<file path="src/rtl/alu_share_arbiter_if.sv">
// Bundles the request/response handshakes of both requesters and the link
// to the shared ALU.
//   slave  : the arbiter's view (takes requests, drives grants, responses
//            and the ALU inputs)
//   master : the requesters' and ALU's view
// Signals:
//   req0/1, op0/1, a0/1, b0/1        request valid, operation and operands
//   gnt0/1                           combinational accept strobe
//   rsp_valid0/1, rsp_data0/1,
//   rsp_err0/1, rsp_ready0/1         response valid/ready handshake
//   alu_in1, alu_in2, alu_sel        operands and select to the shared ALU
//   alu_result                       result from the shared ALU
//   busy                             controller owns an operation
interface alu_share_arbiter_if #(
    parameter int DATA_W = 32,
    parameter int OP_W   = 4
);
    logic              req0;
    logic              req1;
    logic [OP_W-1:0]   op0;
    logic [OP_W-1:0]   op1;
    logic [DATA_W-1:0] a0;
    logic [DATA_W-1:0] a1;
    logic [DATA_W-1:0] b0;
    logic [DATA_W-1:0] b1;
    logic              gnt0;
    logic              gnt1;
    logic              rsp_valid0;
    logic              rsp_valid1;
    logic [DATA_W-1:0] rsp_data0;
    logic [DATA_W-1:0] rsp_data1;
    logic              rsp_err0;
    logic              rsp_err1;
    logic              rsp_ready0;
    logic              rsp_ready1;
    logic [DATA_W-1:0] alu_in1;
    logic [DATA_W-1:0] alu_in2;
    logic [OP_W-1:0]   alu_sel;
    logic [DATA_W-1:0] alu_result;
    logic              busy;

    modport slave (
        input  req0, req1, op0, op1, a0, a1, b0, b1,
        input  rsp_ready0, rsp_ready1, alu_result,
        output gnt0, gnt1,
        output rsp_valid0, rsp_valid1, rsp_data0, rsp_data1, rsp_err0, rsp_err1,
        output alu_in1, alu_in2, alu_sel, busy
    );

    modport master (
        output req0, req1, op0, op1, a0, a1, b0, b1,
        output rsp_ready0, rsp_ready1, alu_result,
        input  gnt0, gnt1,
        input  rsp_valid0, rsp_valid1, rsp_data0, rsp_data1, rsp_err0, rsp_err1,
        input  alu_in1, alu_in2, alu_sel, busy
    );
endinterface

</file>
<file path="src/rtl/alu_share_arbiter.sv">
// Shares one ALU between two requesters with round-robin arbitration.
// A request is accepted (gnt) when the controller is idle or its pending
// response is being consumed in the same cycle. Operands are latched at
// the accept edge, presented to the ALU for one EXEC cycle, and the result
// is held in RESP until the owning requester takes it.
// Ports:
//   clk      system clock, rising edge
//   reset_n  asynchronous active-low reset
//   bus      alu_share_arbiter_if.slave (requests, responses, ALU link)
//
// state | meaning
// IDLE  | no operation owned; any request is accepted
// EXEC  | latched operands drive the ALU; result captured at end of cycle
// RESP  | result presented to owner until rsp_valid & rsp_ready
module alu_share_arbiter #(
    parameter int DATA_W = 32,
    parameter int OP_W   = 4
) (
    input logic             clk,
    input logic             reset_n,
    alu_share_arbiter_if.slave bus
);
    typedef enum logic [1:0] {
        ST_IDLE = 2'd0,
        ST_EXEC = 2'd1,
        ST_RESP = 2'd2
    } state_t;

    state_t            state_q, state_d;
    logic              ptr_q, ptr_d;
    logic              owner_q, owner_d;
    logic              legal_q, legal_d;
    logic [OP_W-1:0]   op_q, op_d;
    logic [DATA_W-1:0] a_q, a_d;
    logic [DATA_W-1:0] b_q, b_d;
    logic [DATA_W-1:0] rdata_q, rdata_d;
    logic              rerr_q, rerr_d;

    logic              rsp_fire;
    logic              win;
    logic              accept;
    logic              in_resp;
    logic [OP_W-1:0]   win_op;

    function automatic logic op_is_legal(input logic [OP_W-1:0] op);
        logic ok;
        ok = 1'b0;
        if (op == OP_W'(4'b0000) || op == OP_W'(4'b0001) || op == OP_W'(4'b0010) ||
            op == OP_W'(4'b0110) || op == OP_W'(4'b0111))
            ok = 1'b1;
        return ok;
    endfunction

    assign in_resp  = (state_q == ST_RESP);
    assign rsp_fire = in_resp & (owner_q ? bus.rsp_ready1 : bus.rsp_ready0);
    // Pointer only matters on contention; a lone requester always wins.
    assign win      = (bus.req0 & bus.req1) ? ptr_q : bus.req1;
    assign win_op   = win ? bus.op1 : bus.op0;
    // reset_n gates the grant so no handshake completes while held in reset.
    assign accept   = ((state_q == ST_IDLE) | rsp_fire) & (bus.req0 | bus.req1) & reset_n;

    always_ff @(posedge clk or negedge reset_n) begin
        if (!reset_n) begin
            state_q <= ST_IDLE;
            ptr_q   <= 1'b0;
            owner_q <= 1'b0;
            legal_q <= 1'b0;
            op_q    <= '0;
            a_q     <= '0;
            b_q     <= '0;
            rdata_q <= '0;
            rerr_q  <= 1'b0;
        end else begin
            state_q <= state_d;
            ptr_q   <= ptr_d;
            owner_q <= owner_d;
            legal_q <= legal_d;
            op_q    <= op_d;
            a_q     <= a_d;
            b_q     <= b_d;
            rdata_q <= rdata_d;
            rerr_q  <= rerr_d;
        end
    end

    always_comb begin
        state_d = state_q;
        ptr_d   = ptr_q;
        owner_d = owner_q;
        legal_d = legal_q;
        op_d    = op_q;
        a_d     = a_q;
        b_d     = b_q;
        rdata_d = rdata_q;
        rerr_d  = rerr_q;

        case (state_q)
            ST_IDLE: if (accept) state_d = ST_EXEC;
            ST_EXEC: begin
                state_d = ST_RESP;
                rdata_d = legal_q ? bus.alu_result : '0;
                rerr_d  = ~legal_q;
            end
            ST_RESP: if (rsp_fire) state_d = accept ? ST_EXEC : ST_IDLE;
            default: state_d = ST_IDLE;
        endcase

        if (accept) begin
            ptr_d   = ~win;
            owner_d = win;
            op_d    = win_op;
            a_d     = win ? bus.a1 : bus.a0;
            b_d     = win ? bus.b1 : bus.b0;
            legal_d = op_is_legal(win_op);
        end
    end

    assign bus.gnt0       = accept & ~win;
    assign bus.gnt1       = accept & win;
    assign bus.rsp_valid0 = in_resp & ~owner_q;
    assign bus.rsp_valid1 = in_resp & owner_q;
    // Non-owner response lines are forced to zero rather than mirroring the
    // shared result register.
    assign bus.rsp_data0  = (in_resp & ~owner_q) ? rdata_q : '0;
    assign bus.rsp_data1  = (in_resp & owner_q)  ? rdata_q : '0;
    assign bus.rsp_err0   = in_resp & ~owner_q & rerr_q;
    assign bus.rsp_err1   = in_resp & owner_q & rerr_q;
    assign bus.alu_in1    = a_q;
    assign bus.alu_in2    = b_q;
    assign bus.alu_sel    = op_q;
    assign bus.busy       = (state_q != ST_IDLE);
endmodule

</file>
<file path="src/flat_wrapper.sv">
// flat-port wrapper written by rule: the top's interface ports become plain ports
module alu_share_arbiter_flat 
#(
    parameter int DATA_W = 32,
    parameter int OP_W   = 4
)
  (clk, reset_n, bus_req0, bus_req1, bus_op0, bus_op1, bus_a0, bus_a1, bus_b0, bus_b1, bus_rsp_ready0, bus_rsp_ready1, bus_alu_result, bus_gnt0, bus_gnt1, bus_rsp_valid0, bus_rsp_valid1, bus_rsp_data0, bus_rsp_data1, bus_rsp_err0, bus_rsp_err1, bus_alu_in1, bus_alu_in2, bus_alu_sel, bus_busy);
  alu_share_arbiter_if #(.DATA_W(DATA_W), .OP_W(OP_W)) bus_i ();
  input logic clk;
  input logic reset_n;
  input wire logic [$bits(bus_i.req0)-1:0] bus_req0;
  input wire logic [$bits(bus_i.req1)-1:0] bus_req1;
  input wire logic [$bits(bus_i.op0)-1:0] bus_op0;
  input wire logic [$bits(bus_i.op1)-1:0] bus_op1;
  input wire logic [$bits(bus_i.a0)-1:0] bus_a0;
  input wire logic [$bits(bus_i.a1)-1:0] bus_a1;
  input wire logic [$bits(bus_i.b0)-1:0] bus_b0;
  input wire logic [$bits(bus_i.b1)-1:0] bus_b1;
  input wire logic [$bits(bus_i.rsp_ready0)-1:0] bus_rsp_ready0;
  input wire logic [$bits(bus_i.rsp_ready1)-1:0] bus_rsp_ready1;
  input wire logic [$bits(bus_i.alu_result)-1:0] bus_alu_result;
  output wire logic [$bits(bus_i.gnt0)-1:0] bus_gnt0;
  output wire logic [$bits(bus_i.gnt1)-1:0] bus_gnt1;
  output wire logic [$bits(bus_i.rsp_valid0)-1:0] bus_rsp_valid0;
  output wire logic [$bits(bus_i.rsp_valid1)-1:0] bus_rsp_valid1;
  output wire logic [$bits(bus_i.rsp_data0)-1:0] bus_rsp_data0;
  output wire logic [$bits(bus_i.rsp_data1)-1:0] bus_rsp_data1;
  output wire logic [$bits(bus_i.rsp_err0)-1:0] bus_rsp_err0;
  output wire logic [$bits(bus_i.rsp_err1)-1:0] bus_rsp_err1;
  output wire logic [$bits(bus_i.alu_in1)-1:0] bus_alu_in1;
  output wire logic [$bits(bus_i.alu_in2)-1:0] bus_alu_in2;
  output wire logic [$bits(bus_i.alu_sel)-1:0] bus_alu_sel;
  output wire logic [$bits(bus_i.busy)-1:0] bus_busy;
  assign bus_i.req0 = bus_req0;
  assign bus_i.req1 = bus_req1;
  assign bus_i.op0 = bus_op0;
  assign bus_i.op1 = bus_op1;
  assign bus_i.a0 = bus_a0;
  assign bus_i.a1 = bus_a1;
  assign bus_i.b0 = bus_b0;
  assign bus_i.b1 = bus_b1;
  assign bus_i.rsp_ready0 = bus_rsp_ready0;
  assign bus_i.rsp_ready1 = bus_rsp_ready1;
  assign bus_i.alu_result = bus_alu_result;
  assign bus_gnt0 = bus_i.gnt0;
  assign bus_gnt1 = bus_i.gnt1;
  assign bus_rsp_valid0 = bus_i.rsp_valid0;
  assign bus_rsp_valid1 = bus_i.rsp_valid1;
  assign bus_rsp_data0 = bus_i.rsp_data0;
  assign bus_rsp_data1 = bus_i.rsp_data1;
  assign bus_rsp_err0 = bus_i.rsp_err0;
  assign bus_rsp_err1 = bus_i.rsp_err1;
  assign bus_alu_in1 = bus_i.alu_in1;
  assign bus_alu_in2 = bus_i.alu_in2;
  assign bus_alu_sel = bus_i.alu_sel;
  assign bus_busy = bus_i.busy;
  alu_share_arbiter #(.DATA_W(DATA_W), .OP_W(OP_W)) u_core (.clk(clk), .reset_n(reset_n), .bus(bus_i));
endmodule
</file>
<file path="config.mk">
export PLATFORM = sky130hd
export DESIGN_NAME = alu_share_arbiter_flat
export DESIGN_NICKNAME = d
export VERILOG_FILES = /design/src/rtl/alu_share_arbiter_if.sv /design/src/rtl/alu_share_arbiter.sv /design/src/flat_wrapper.sv
export SDC_FILE = /design/constraint.sdc
export NUM_CORES = 1
export LEC_CHECK = 0
export CAP_MARGIN = 20
export CORE_MARGIN = 3
export CORE_UTILIZATION = 25
export DETAILED_ROUTE_END_ITERATION = 6
export SLEW_MARGIN = 10
export SYNTH_ARGS = -nofsm -noshare
export SYNTH_HDL_FRONTEND = slang
export SYNTH_SLANG_ARGS = --single-unit
export TNS_END_PERCENT = 1
</file>
<file path="constraint.sdc">
create_clock -name clk -period 1.9 [get_ports clk]
set_input_delay 0.38 -clock clk [delete_from_list [all_inputs] [get_ports clk]]
set_output_delay 0.38 -clock clk [all_outputs]
set_load 0.1 [all_outputs]
</file>
Yosys cells after proc, flatten, opt, wreduce, memory -nomap -nowiden:

Cells that the tools add are included.

* register bits after elaboration: 106
* logic and storage cells: 53
* output and inout bits: 139
* bits of input ports: 174

* equality and inequality tests: 8
* reduce and logical (&&, ||, !) cells: 8
* bitwise gates (word level): 15
* mux-type cells: 13

Operator list (count)
* two-way mux 32 bit: 5
* AND 1 bit: 10
* == test 4 x 3 -> 1 bit (second input constant): 2
* one-hot mux 2 bit (3 select lines): 1
* == test 4 x 1 -> 1 bit (second input constant): 1
* == test 4 x 2 -> 1 bit (second input constant): 1
* zero test 4 bit: 1
* logical OR 1 bit: 4
* two-way mux 1 bit: 4
* two-way mux 2 bit: 2
* two-way mux 4 bit: 1
* != test 2 x 1 -> 1 bit (second input constant): 2
* NOT 1 bit: 3
* == test 2 x 1 -> 1 bit (second input constant): 1
* == test 2 bit (second input constant): 1
* zero test 2 bit: 1
* bitwise OR 1 bit: 2
* AND reduction 2 bit: 1
* nonzero test 2 bit: 1

Depth between registers and ports, before layout:

Gate-level depths: netlist of the first run.

* word-level depth: 9
* mapped depth: 6
* depth with buffers taken out: 4

Worst setup path after synthesis of the first run:

No wires, ideal clock.

* kind: register -> output
* from: register u_core.state_q[0]
* to: output port bus_rsp_data0[22]
* data required time: 1.520 ns
* buffers on the path: 1
* cell stages (with the launch flop): 5
* slack: -1.138 ns
* data arrival time: 2.658 ns
* cells stage by stage: dfrtp_1 nand2b_1 nor2_1 clkbuf_1 and2_1

* cells in the longest elaborated chain, start to end: 3

RTL lines
* from (decl): RTL line alu_share_arbiter.sv:29 `state_t state_q, state_d;`
* from (signal assigned): RTL line alu_share_arbiter.sv:74 `state_q <= state_d;`
* == test 2 bit: RTL line alu_share_arbiter.sv:54 `assign in_resp = (state_q == ST_RESP);`
* AND 1 bit
* via bus_rsp_valid0: RTL line flat_wrapper.sv:24 `output wire logic [$bits(bus_i.rsp_valid0)-1:0] bus_rsp_valid0;`
* two-way mux 32 bit: RTL line alu_share_arbiter.sv:124 `assign bus.rsp_data0 = (in_resp & ~owner_q) ? rdata_q : '0;`
* to (decl): RTL line flat_wrapper.sv:26 `output wire logic [$bits(bus_i.rsp_data0)-1:0] bus_rsp_data0;`

The timed path passes the listed nets, and every way through them passes these cells.

Worst setup path after layout of the first run:

* from: register u_core.owner_q
* to: output port bus_gnt1

* cells in the longest elaborated chain, start to end: 6

RTL lines
* from (decl): RTL line alu_share_arbiter.sv:31 `logic owner_q, owner_d;`
* from (signal assigned): RTL line alu_share_arbiter.sv:76 `owner_q <= owner_d;`
* two-way mux 1 bit: RTL line alu_share_arbiter.sv:55 `assign rsp_fire = in_resp & (owner_q ? bus.rsp_ready1 : bus.rsp_ready0);`
* AND 1 bit: RTL line alu_share_arbiter.sv:55
* bitwise OR 1 bit: RTL line alu_share_arbiter.sv:60 `assign accept = ((state_q == ST_IDLE) | rsp_fire) & (bus.req0 | bus.req1) & reset_n;`
* AND 1 bit (2 in a row): RTL line alu_share_arbiter.sv:60
* AND 1 bit: RTL line alu_share_arbiter.sv:119 `assign bus.gnt1 = accept & win;`
* to (decl): RTL line flat_wrapper.sv:23 `output wire logic [$bits(bus_i.gnt1)-1:0] bus_gnt1;`

Every way passes these cells.

==> results of run 1 <==
[report_power, final]
part           switching, mW  internal (mW)
combinational           6.73           2.64
clock                  0.877          0.942
sequential             0.593           3.16
total                   8.20           6.74
[layer usage]
metal / up-vias / share of wire [%] / global-route usage, %
li1: 2429 / - / -
met1: 2157 / 42 / 18.7
met2: 232 / 47 / 24.9
met3: 14 / 9.9 / 5.27
met4: 0 / 1.2 / 4.02
met5: - / 0 / 0
[worst min path at each step]
| stage | from | end | slack, ns |
|---|---|---|---|
| 6_report | reset_n | u_core.rdata_q[18] | 0.12 |
| 5_1_grt | reset_n | u_core.bus.alu_in1[2] | 0.17 |
| 4_1_cts | reset_n | u_core.state_q[1] | 0.14 |
| 3_5_place_dp | u_core.rdata_q[16] | u_core.rdata_q[16] | 0.48 |
| 3_3_place_gp | u_core.rdata_q[3] | u_core.rdata_q[3] | 0.47 |
| 2_1_floorplan | reset_n | u_core.bus.alu_in1[0] | 0.08 |
[repair_timing]
action / 4_1_cts / 5_1_grt
endpoints found under the setup margin: 70 / 75
resized for setup: 26 / 13
pin swaps: 1 / 0
[critical path, cell delays in order, from the launching register on]
cell and delay (ns):
dfrtp_1 0.44, mux2i_2 0.22, a2111oi_4 0.37, nor2b_4 0.25
buf_12 0.19
[sequential cells by signal (all words and copies together), names as in the netlist]
register and cells:
u_core.rdata_q 32, u_core.bus.alu_in2 32, u_core.ptr_q 1, u_core.legal_q 1, u_core.bus.alu_sel 4, u_core.state_q 2, u_core.rerr_q 1, u_core.owner_q 1
u_core.bus.alu_in1 32
[cell type report]
| cell class | count | area, um2 |
|---|---|---|
| Tap cell | 265 | 332 |
| Sequential cell | 106 | 2650 |
| Clock buffer | 10 | 239 |
| Fill cell | 1841 | 9930 |
| Inverter | 4 | 15.0 |
| Multi-Input combinational cell | 392 | 2400 |
| Clock inverter | 6 | 50.0 |
| Timing Repair Buffer | 345 | 4100 |
[logic make-up (layout without fill, tap and decap cells)]
kind of cell,Yosys count,count (layout)
AND/OR/NAND/NOR,215,215
AO/OA/AOI/OAI,107,107
flip-flops,106,106
multiplexers,70,70
buffers and inverters,44,365
[cells in the final DEF (no fill, tap or decap), types with 4 or more instances in the layout]
| cell | instances |
|---|---|
| inv_1 | 4 |
| nor2_1 | 73 |
| and2_4 | 32 |
| nand2_1 | 68 |
| a21oi_1 | 69 |
| dfrtp_1 | 106 |
| and2_2 | 21 |
| clkdlybuf4s50_1 | 171 |
| o21ai_0 | 33 |
| mux2i_1 | 69 |
| and2_1 | 14 |
| buf_4 | 87 |
| clkbuf_16 | 10 |
| buf_12 | 85 |
[metrics by stage]
| step | total power, mW | utilization, % | instance area, um2 | worst slack [ns] | hold WS, ns |
|---|---|---|---|---|---|
| floorplan | 10.1 | - | 5130 | -0.264 | 0.0844 |
| CTS | 15.1 | 49.5 | 9750 | -0.319 | 0.142 |
| global placement | 13.1 | 47.7 | 9400 | -0.410 | 0.470 |
| finish | 14.9 | 49.6 | 9790 | -0.292 | 0.121 |
| detailed placement | 13.1 | 47.7 | 9400 | -0.391 | 0.478 |
| global route | 15.7 | 49.6 | 9790 | -0.369 | 0.174 |
==> impl_metrics.tcl, run 1 <==
set metrics [dict create \
    drt_iter0_markers 135 \
    crit_start "u_core.owner_q" \
    drc_errors 0 \
    cts_max_level 3 \
    fin_skew_ns 0.00839 \
    worstPathRequired_ns 1.52 \
    viasPerCell 4.28 \
    r2r-start "u_core.owner_q" \
    io_pins 313 \
    grt_max_degree 107 \
    grt_use_total_pct 15.0 \
    syn2layout_area_growth_pct 92.4 \
    dieWidth_um 149 \
    cts_tree "yes" \
    dp_cells 1112 \
    clk_pin_slew_ns 0.07 \
    die_height_um 149 \
    p_leak_nw 4.37 \
    core_area_um2 19700 \
    fmax_mhz 456 \
    max_cap_viol_count 0 \
    hold_class "in2async" \
    synth.cell_area_um2 5090 \
    synth_seq_cells 106 \
    die_area_um2 22100 \
    setup_viol 68 \
    antennaDiodeCount 0 \
    yosys_warnings 0 \
    postRouteAntennaNets 0 \
    numCtsBuffers 9 \
    rows 51 \
    wl_per_cell_um 15.0 \
    cts_sinks 106 \
    setup_slack_ns -0.292 \
    synth_xor_area_share_pct 0 \
    hold_violations 0 \
    cts_root_buf "clkbuf_16" \
    violations "negative setup slack" \
    min_period_ns 2.19 \
    synth_top_flop_cell "dfrtp_1" \
    rsz0062_at_grt "true" \
    status "finished, violations left" \
    power_density_nw_per_um2 1530 \
    io_buffers 312 \
    ff2ff_path_depth 6 \
    period_share_pct 115 \
    grt_antenna_before_repair 0 \
    critical_path_class "reg2out" \
    synth_compound_area_share_pct 11.1 \
    yosysSeqAreaShare_pct 52.1 \
    synth_top_area_cell "dfrtp_1" \
    gp_congestion 0.753 \
    synth_top_family_by_area "simple AND/OR/NAND/NOR gates" \
    endpoint_kind "primary output" \
    ys_async_sr_fraction_pct 100 \
    hold_buffers 0 \
    routed_wl_um 16900 \
    synth-simple-area-share_pct 19.5 \
    cp_max_fo 3 \
    start_kind "register" \
    crit_path_end "bus_gnt1" \
    avgSynthCellArea_um2 9.39 \
    cp.arrival_ns 1.81 \
    instances_no_fill 1128 \
    fin_tns_setup_ns -7.42 \
    reg2reg_to "u_core.bus.alu_in2[8]" \
    synth_most_common_cell "dfrtp_1" \
    max_slew_margin_pct 62.2 \
    synth_fa_ha_area_share_pct 0 \
    tightest_slew_ns 0.568 \
    clk_latency_ns 0.35 \
    grt_pass1_wl_um 26300 \
    yosysUniqueCellTypes 20 \
    start_util_pct 25.8 \
    netlist.area_leader.share_pct 52.1 \
    dr.pass1.iters 5 \
    netlist_top_cells_count "dfrtp_1, nor2_1, mux2i_1" \
    synth_mux_area_share_pct 13.8 \
    drv_slew 0 \
    synth_fp_nets 716 \
    num_vias 4832 \
    dp_hpwl_um 13300 \
    regToRegSetupSlack_ns 0.08 \
    ir_worst_vdd_v 0.000903 \
    overflow 0 \
    synthTopCellsByArea "dfrtp_1, mux2i_1, and2_1" \
    nets 1032 \
    cts_setup_buffers 0 \
    synth_edf_count 0 \
    cts_buffer_depth 2 \
    grt_pass1_vias 4865 \
    layout-drive-gt1-share_pct 29.0 \
    syn-instance-count 542 \
]
Note: power is estimated with default switching activity, not from simulation.
==> inputs of run 2 (changes only) <==
Settings changed: ABC_CLOCK_PERIOD_IN_PS set to 1900, CTS_BUF_LIST set to sky130_fd_sc_hd__clkbuf_4, MAX_ROUTING_LAYER set to met4.
==> run 2 against run 1 <==
  * The run still ends with negative setup slack left
  * Sequential power barely moved
  * Clock power decreased by 41%
  * Critical path depth did not move
  * Clock-buffer cell count shrank 1
  * Final cell count increased by 0.18%
  * Worst setup slack lost 0.14 ns
  * Die area is the same
  * Power down 5.0%
  * Clock skew grew 0.010 ns
==> impl_metrics.tcl, run 2 (synthesis results as in run 1) <==
set metrics [dict create \
    dieWidth_um 149 \
    tightest_slew_ns 0.567 \
    power_density_nw_per_um2 1470 \
    min_period_ns 2.33 \
    max_cap_viol_count 0 \
    start_util_pct 25.8 \
    critical_path_class "reg2out" \
    worstPathRequired_ns 1.52 \
    endpoint_kind "primary output" \
    hold_class "in2reg" \
    grt_pass1_vias 4892 \
    register_area_um2 2650 \
    die_area_um2 22100 \
    viasPerCell 4.30 \
    core_area_um2 19700 \
    p_leak_nw 4.29 \
    clk_latency_ns 0.46 \
    num_vias 4856 \
    layout-drive-gt1-share_pct 28.4 \
    overflow 0 \
    die_height_um 149 \
    layout.cells.most_common_list "clkdlybuf4s50_1, dfrtp_1, buf_4, buf_12, nor2_1" \
    drv_slew 0 \
    cts_buffer_depth 2 \
    setup_viol 70 \
    r2r-start "u_core.owner_q" \
    rows 51 \
    max_slew_margin_pct 62.2 \
    drc_errors 0 \
    hp-start "bus_alu_result[19]" \
    io_pins 313 \
    cp_max_fo 3 \
    dp_hpwl_um 13300 \
    fin_skew_ns 0.0185 \
    wl_per_cell_um 15.0 \
    start_kind "register" \
    cts_sinks 106 \
    grt_max_degree 107 \
    multi_input_comb_area_um2 2390 \
    dpl_worst_slack_ns -0.391 \
    cts_max_level 3 \
    post-route-util_pct 48.8 \
    grt_use_total_pct 15.5 \
    gp_congestion 0.763 \
    ir_worst_vdd_v 0.000844 \
    period_share_pct 123 \
    crit_start "u_core.owner_q" \
    routed_wl_um 17000 \
    hold_violations 0 \
    fillerInstances 1858 \
    rsz0062_at_grt "true" \
    violations "negative setup slack" \
    fmax_mhz 429 \
    grt_antenna_before_repair 1 \
    dr.pass1.iters 5 \
    numCtsBuffers 9 \
    postRouteAntennaNets 0 \
    io_buffers 312 \
    fin_tns_setup_ns -17.12 \
    cp.arrival_ns 1.95 \
    nets 1033 \
    cts_root_buf "clkbuf_4" \
    status "finished, violations left" \
    syn2layout_area_growth_pct 89.3 \
    clk_pin_slew_ns 0.17 \
    layout_commonest_cell "clkdlybuf4s50_1" \
    hold_slack_ns 0.453 \
    drt_iter0_markers 165 \
    grt_pass1_wl_um 26200 \
    cts_tree "yes" \
    setup_slack_ns -0.433 \
]
[run 2: final timing paths]
| check | to | slack (ns) | cells past startpoint |
|---|---|---|---|
| max in group asynchronous | u_core.bus.alu_in2[0] | 0.88 | 3 |
| min in group asynchronous | u_core.rdata_q[19] | 0.59 | 3 |
| setup reg to reg | u_core.bus.alu_in2[9] | 0.06 | 6 |
| setup / recovery | bus_gnt1 | -0.43 | 4 |
| hold reg to reg | u_core.rdata_q[22] | 0.51 | 2 |
| hold / removal | u_core.rdata_q[19] | 0.45 | 3 |
[run 2: area by class of cell]
class	count	area share (%)
flip-flops and latches	106	27.5
well taps	265	3.44
diodes	1	0.0260
multi-input cells	392	24.9
clock buffers	9	0.701
clock inverters	7	0.559
repair buffers	346	42.7
inverters	4	0.156
[run 2: worst max-delay path: stages (launching register included)]
cell and delay [ns]:
dfrtp_1 0.47, mux2i_2 0.22, a2111oi_4 0.37, nor2b_4 0.25
buf_12 0.19
[run 2: per-layer routing]
layer	wire, um	global-route usage [%]
met1	7340	19.2
met2	7970	25.1
met3	1500	4.17
met4	171	4.02
met5	0	-
[run 2: report_power, final]
group | internal, mW | switching (mW)
registers | 3.15 | 0.600
logic | 2.64 | 6.73
clock network | 0.282 | 0.797
[run 2: what timing repair did]
action,4_1_cts,5_1_grt
hold endpoints to repair,106,0
pin swaps,2,20
gates resized for setup,26,10
setup buffers,0,0
hold buffers,1,0
endpoints found under the setup margin,72,82
[run 2: stage by stage]
| stage | cells | total power [mW] | cell area, um2 |
|---|---|---|---|
| finish | 1130 | 14.2 | 9630 |
| global route | 1130 | 14.9 | 9630 |
| CTS | 1129 | 14.3 | 9600 |
| detailed placement | 1112 | 13.1 | 9400 |
| global placement | 1112 | 13.1 | 9400 |
| floorplan | 542 | 10.1 | 5130 |
==> inputs of run 3 (changes only) <==
Settings changed: CORE_MARGIN 3 to 2, SKIP_LAST_GASP set to 1.
==> run 3 against run 2 <==
  * The flow still finishes with violations (negative setup slack)
  * Core utilization decreased by 1.7 points
  * Clock skew decreased by 0.0011 ns
  * Sequential share of layout area increased by 0.43 points
  * Final cell count decreased by 0.27%
==> impl_metrics.tcl, run 3 (synthesis results as in run 1) <==
set metrics [dict create \
    status "finished, violations left" \
    violations "negative setup slack" \
    hold_violations 0 \
    tightest_slew_ns 0.619 \
    setup_slack_ns -0.508 \
    wl_met2_um 7760 \
    die_height_um 147 \
    critPathTopFamily "flip-flops" \
    overflow 0 \
    postRouteAntennaNets 0 \
    critical_path_class "reg2out" \
    fin_tns_setup_ns -23.50 \
    wl_per_cell_um 14.4 \
    cts_root_buf "clkbuf_4" \
    rsz0062_at_grt "true" \
    syn2layout_area_growth_pct 86.4 \
    max_stage_delay_ns 0.46 \
    viasPerCell 4.27 \
    cts_max_level 3 \
    grt_pass1_wl_um 25800 \
    nets 1024 \
    dpl_worst_slack_ns -0.432 \
    start_util_pct 25.3 \
    clk_pin_slew_ns 0.18 \
    fin_skew_ns 0.0173 \
    fillerInstances 1894 \
    drt_iter0_markers 170 \
    dp_hpwl_um 12600 \
    cts_buffer_depth 2 \
    min_period_ns 2.41 \
    io_buffers 312 \
    gp_congestion 0.775 \
    wl_met3_um 1200 \
    io_pins 313 \
    grt_max_degree 107 \
    cts_tree "yes" \
    grt_pass1_vias 4783 \
    drv_slew 0 \
    routed_wl_um 16300 \
    max_cap_viol_count 0 \
    cp_num_buf_inv 2 \
    layout_commonest_cell "clkdlybuf4s50_1" \
    die_area_um2 21500 \
    grt_antenna_before_repair 1 \
    cp.arrival_ns 2.03 \
    core_area_um2 20100 \
    power_density_nw_per_um2 1480 \
    worstPathRequired_ns 1.52 \
    ir_worst_vdd_v 0.000921 \
    start_kind "register" \
    cp_max_fo 3 \
    clk_latency_ns 0.49 \
    layout-drive-gt1-share_pct 24.1 \
    p_leak_nw 4.20 \
    max_slew_margin_pct 58.7 \
    dieWidth_um 147 \
    endpoint_kind "primary output" \
    hold_class "in2reg" \
    layout.cells.most_common_list "clkdlybuf4s50_1, dfrtp_1, buf_12, buf_4, nor2_1" \
    drc_errors 0 \
    wl_met1_um 7010 \
    dr.pass1.iters 4 \
    setup_viol 71 \
    period_share_pct 127 \
    cts_setup_buffers 0 \
    top_layer "met4" \
    cp_cell_sequence "mux2i_2 -> a2111oi_4 -> buf_4 -> and2_2 -> buf_12" \
    fmax_mhz 415 \
    numCtsBuffers 9 \
    grt_use_total_pct 15.6 \
    hold_slack_ns 0.411 \
    cpMaxStageDelayCell "dfrtp_1" \
    rows 52 \
    cts_sinks 106 \
    num_vias 4807 \
]
[run 3: cell count changes in the layout (fill, tap and decap cells not counted), moves of 2 or more]
cell    delta
buf_4      -9
and2_4    -28
buf_12     +2
and2_1    +29
[run 3: final cells by class]
class / instances / area [um2] / share of cell area (%)
Timing Repair Buffer: 337 / 4050 / 42.7
Sequential cell: 106 / 2650 / 28.0
Multi-Input combinational cell: 392 / 2300 / 24.3
Tap cell: 270 / 338 / 3.56
Clock buffer: 10 / 75.1 / 0.792
Clock inverter: 6 / 42.5 / 0.449
Inverter: 4 / 15.0 / 0.158
Antenna cell: 2 / 5.00 / 0.0528
[run 3: through the flow]
stage               std cells  util (%)  cell area, um2  power (mW)
finish                   1127      47.2            9480        14.0
CTS                      1125      47.1            9480        14.2
global route             1127      47.2            9480        14.7
floorplan                 542         -            5130        10.1
detailed placement       1108      46.5            9350        13.1
global placement         1108      46.5            9350        13.0
[run 3: timing repair]
| item | 4_1_cts | 5_1_grt |
|---|---|---|
| hold buffers | 1 | 0 |
| setup endpoints to repair | 87 | 134 |
| pin swaps | 1 | 0 |
| gates cloned | 0 | 0 |
| endpoints found under the hold margin | 106 | 0 |
| resized for setup | 1 | 0 |
[run 3: final timing paths]
| kind | start | endpoint | slack, ns | depth (start not counted) |
|---|---|---|---|---|
| max | u_core.owner_q | bus_gnt0 | -0.51 | 5 |
| min | bus_alu_result[24] | u_core.rdata_q[24] | 0.41 | 3 |
| max reg2reg | u_core.owner_q | u_core.bus.alu_in2[29] | 0.06 | 7 |
| min reg2reg | u_core.rdata_q[21] | u_core.rdata_q[21] | 0.51 | 2 |
| max in group asynchronous | reset_n | u_core.bus.alu_in2[24] | 0.84 | 3 |
| min in group asynchronous | reset_n | u_core.bus.alu_in1[5] | 0.52 | 3 |
[run 3: worst reg2reg max path, stage by stage (launching register included)]
cell	delay, ns
dfrtp_1	0.46
mux2i_2	0.22
a2111oi_4	0.35
buf_4	0.18
buf_4	0.12
buf_12	0.21
nor2_1	0.08
a21oi_1	0.14
[run 3: metal layers]
metal | track usage (%) | vias up
met3 | 3.91 | 18
li1 | - | 2405
met2 | 25.4 | 222
met1 | 18.9 | 2162
met4 | 5.39 | 0
met5 | - | -
[run 3: where the power goes]
group	internal [mW]	total [mW]	switching, mW	leakage (nW)
Clock	0.287	1.10	0.812	0.0628
Sequential	3.15	3.73	0.581	1.23
Combinational	2.55	9.22	6.68	2.91
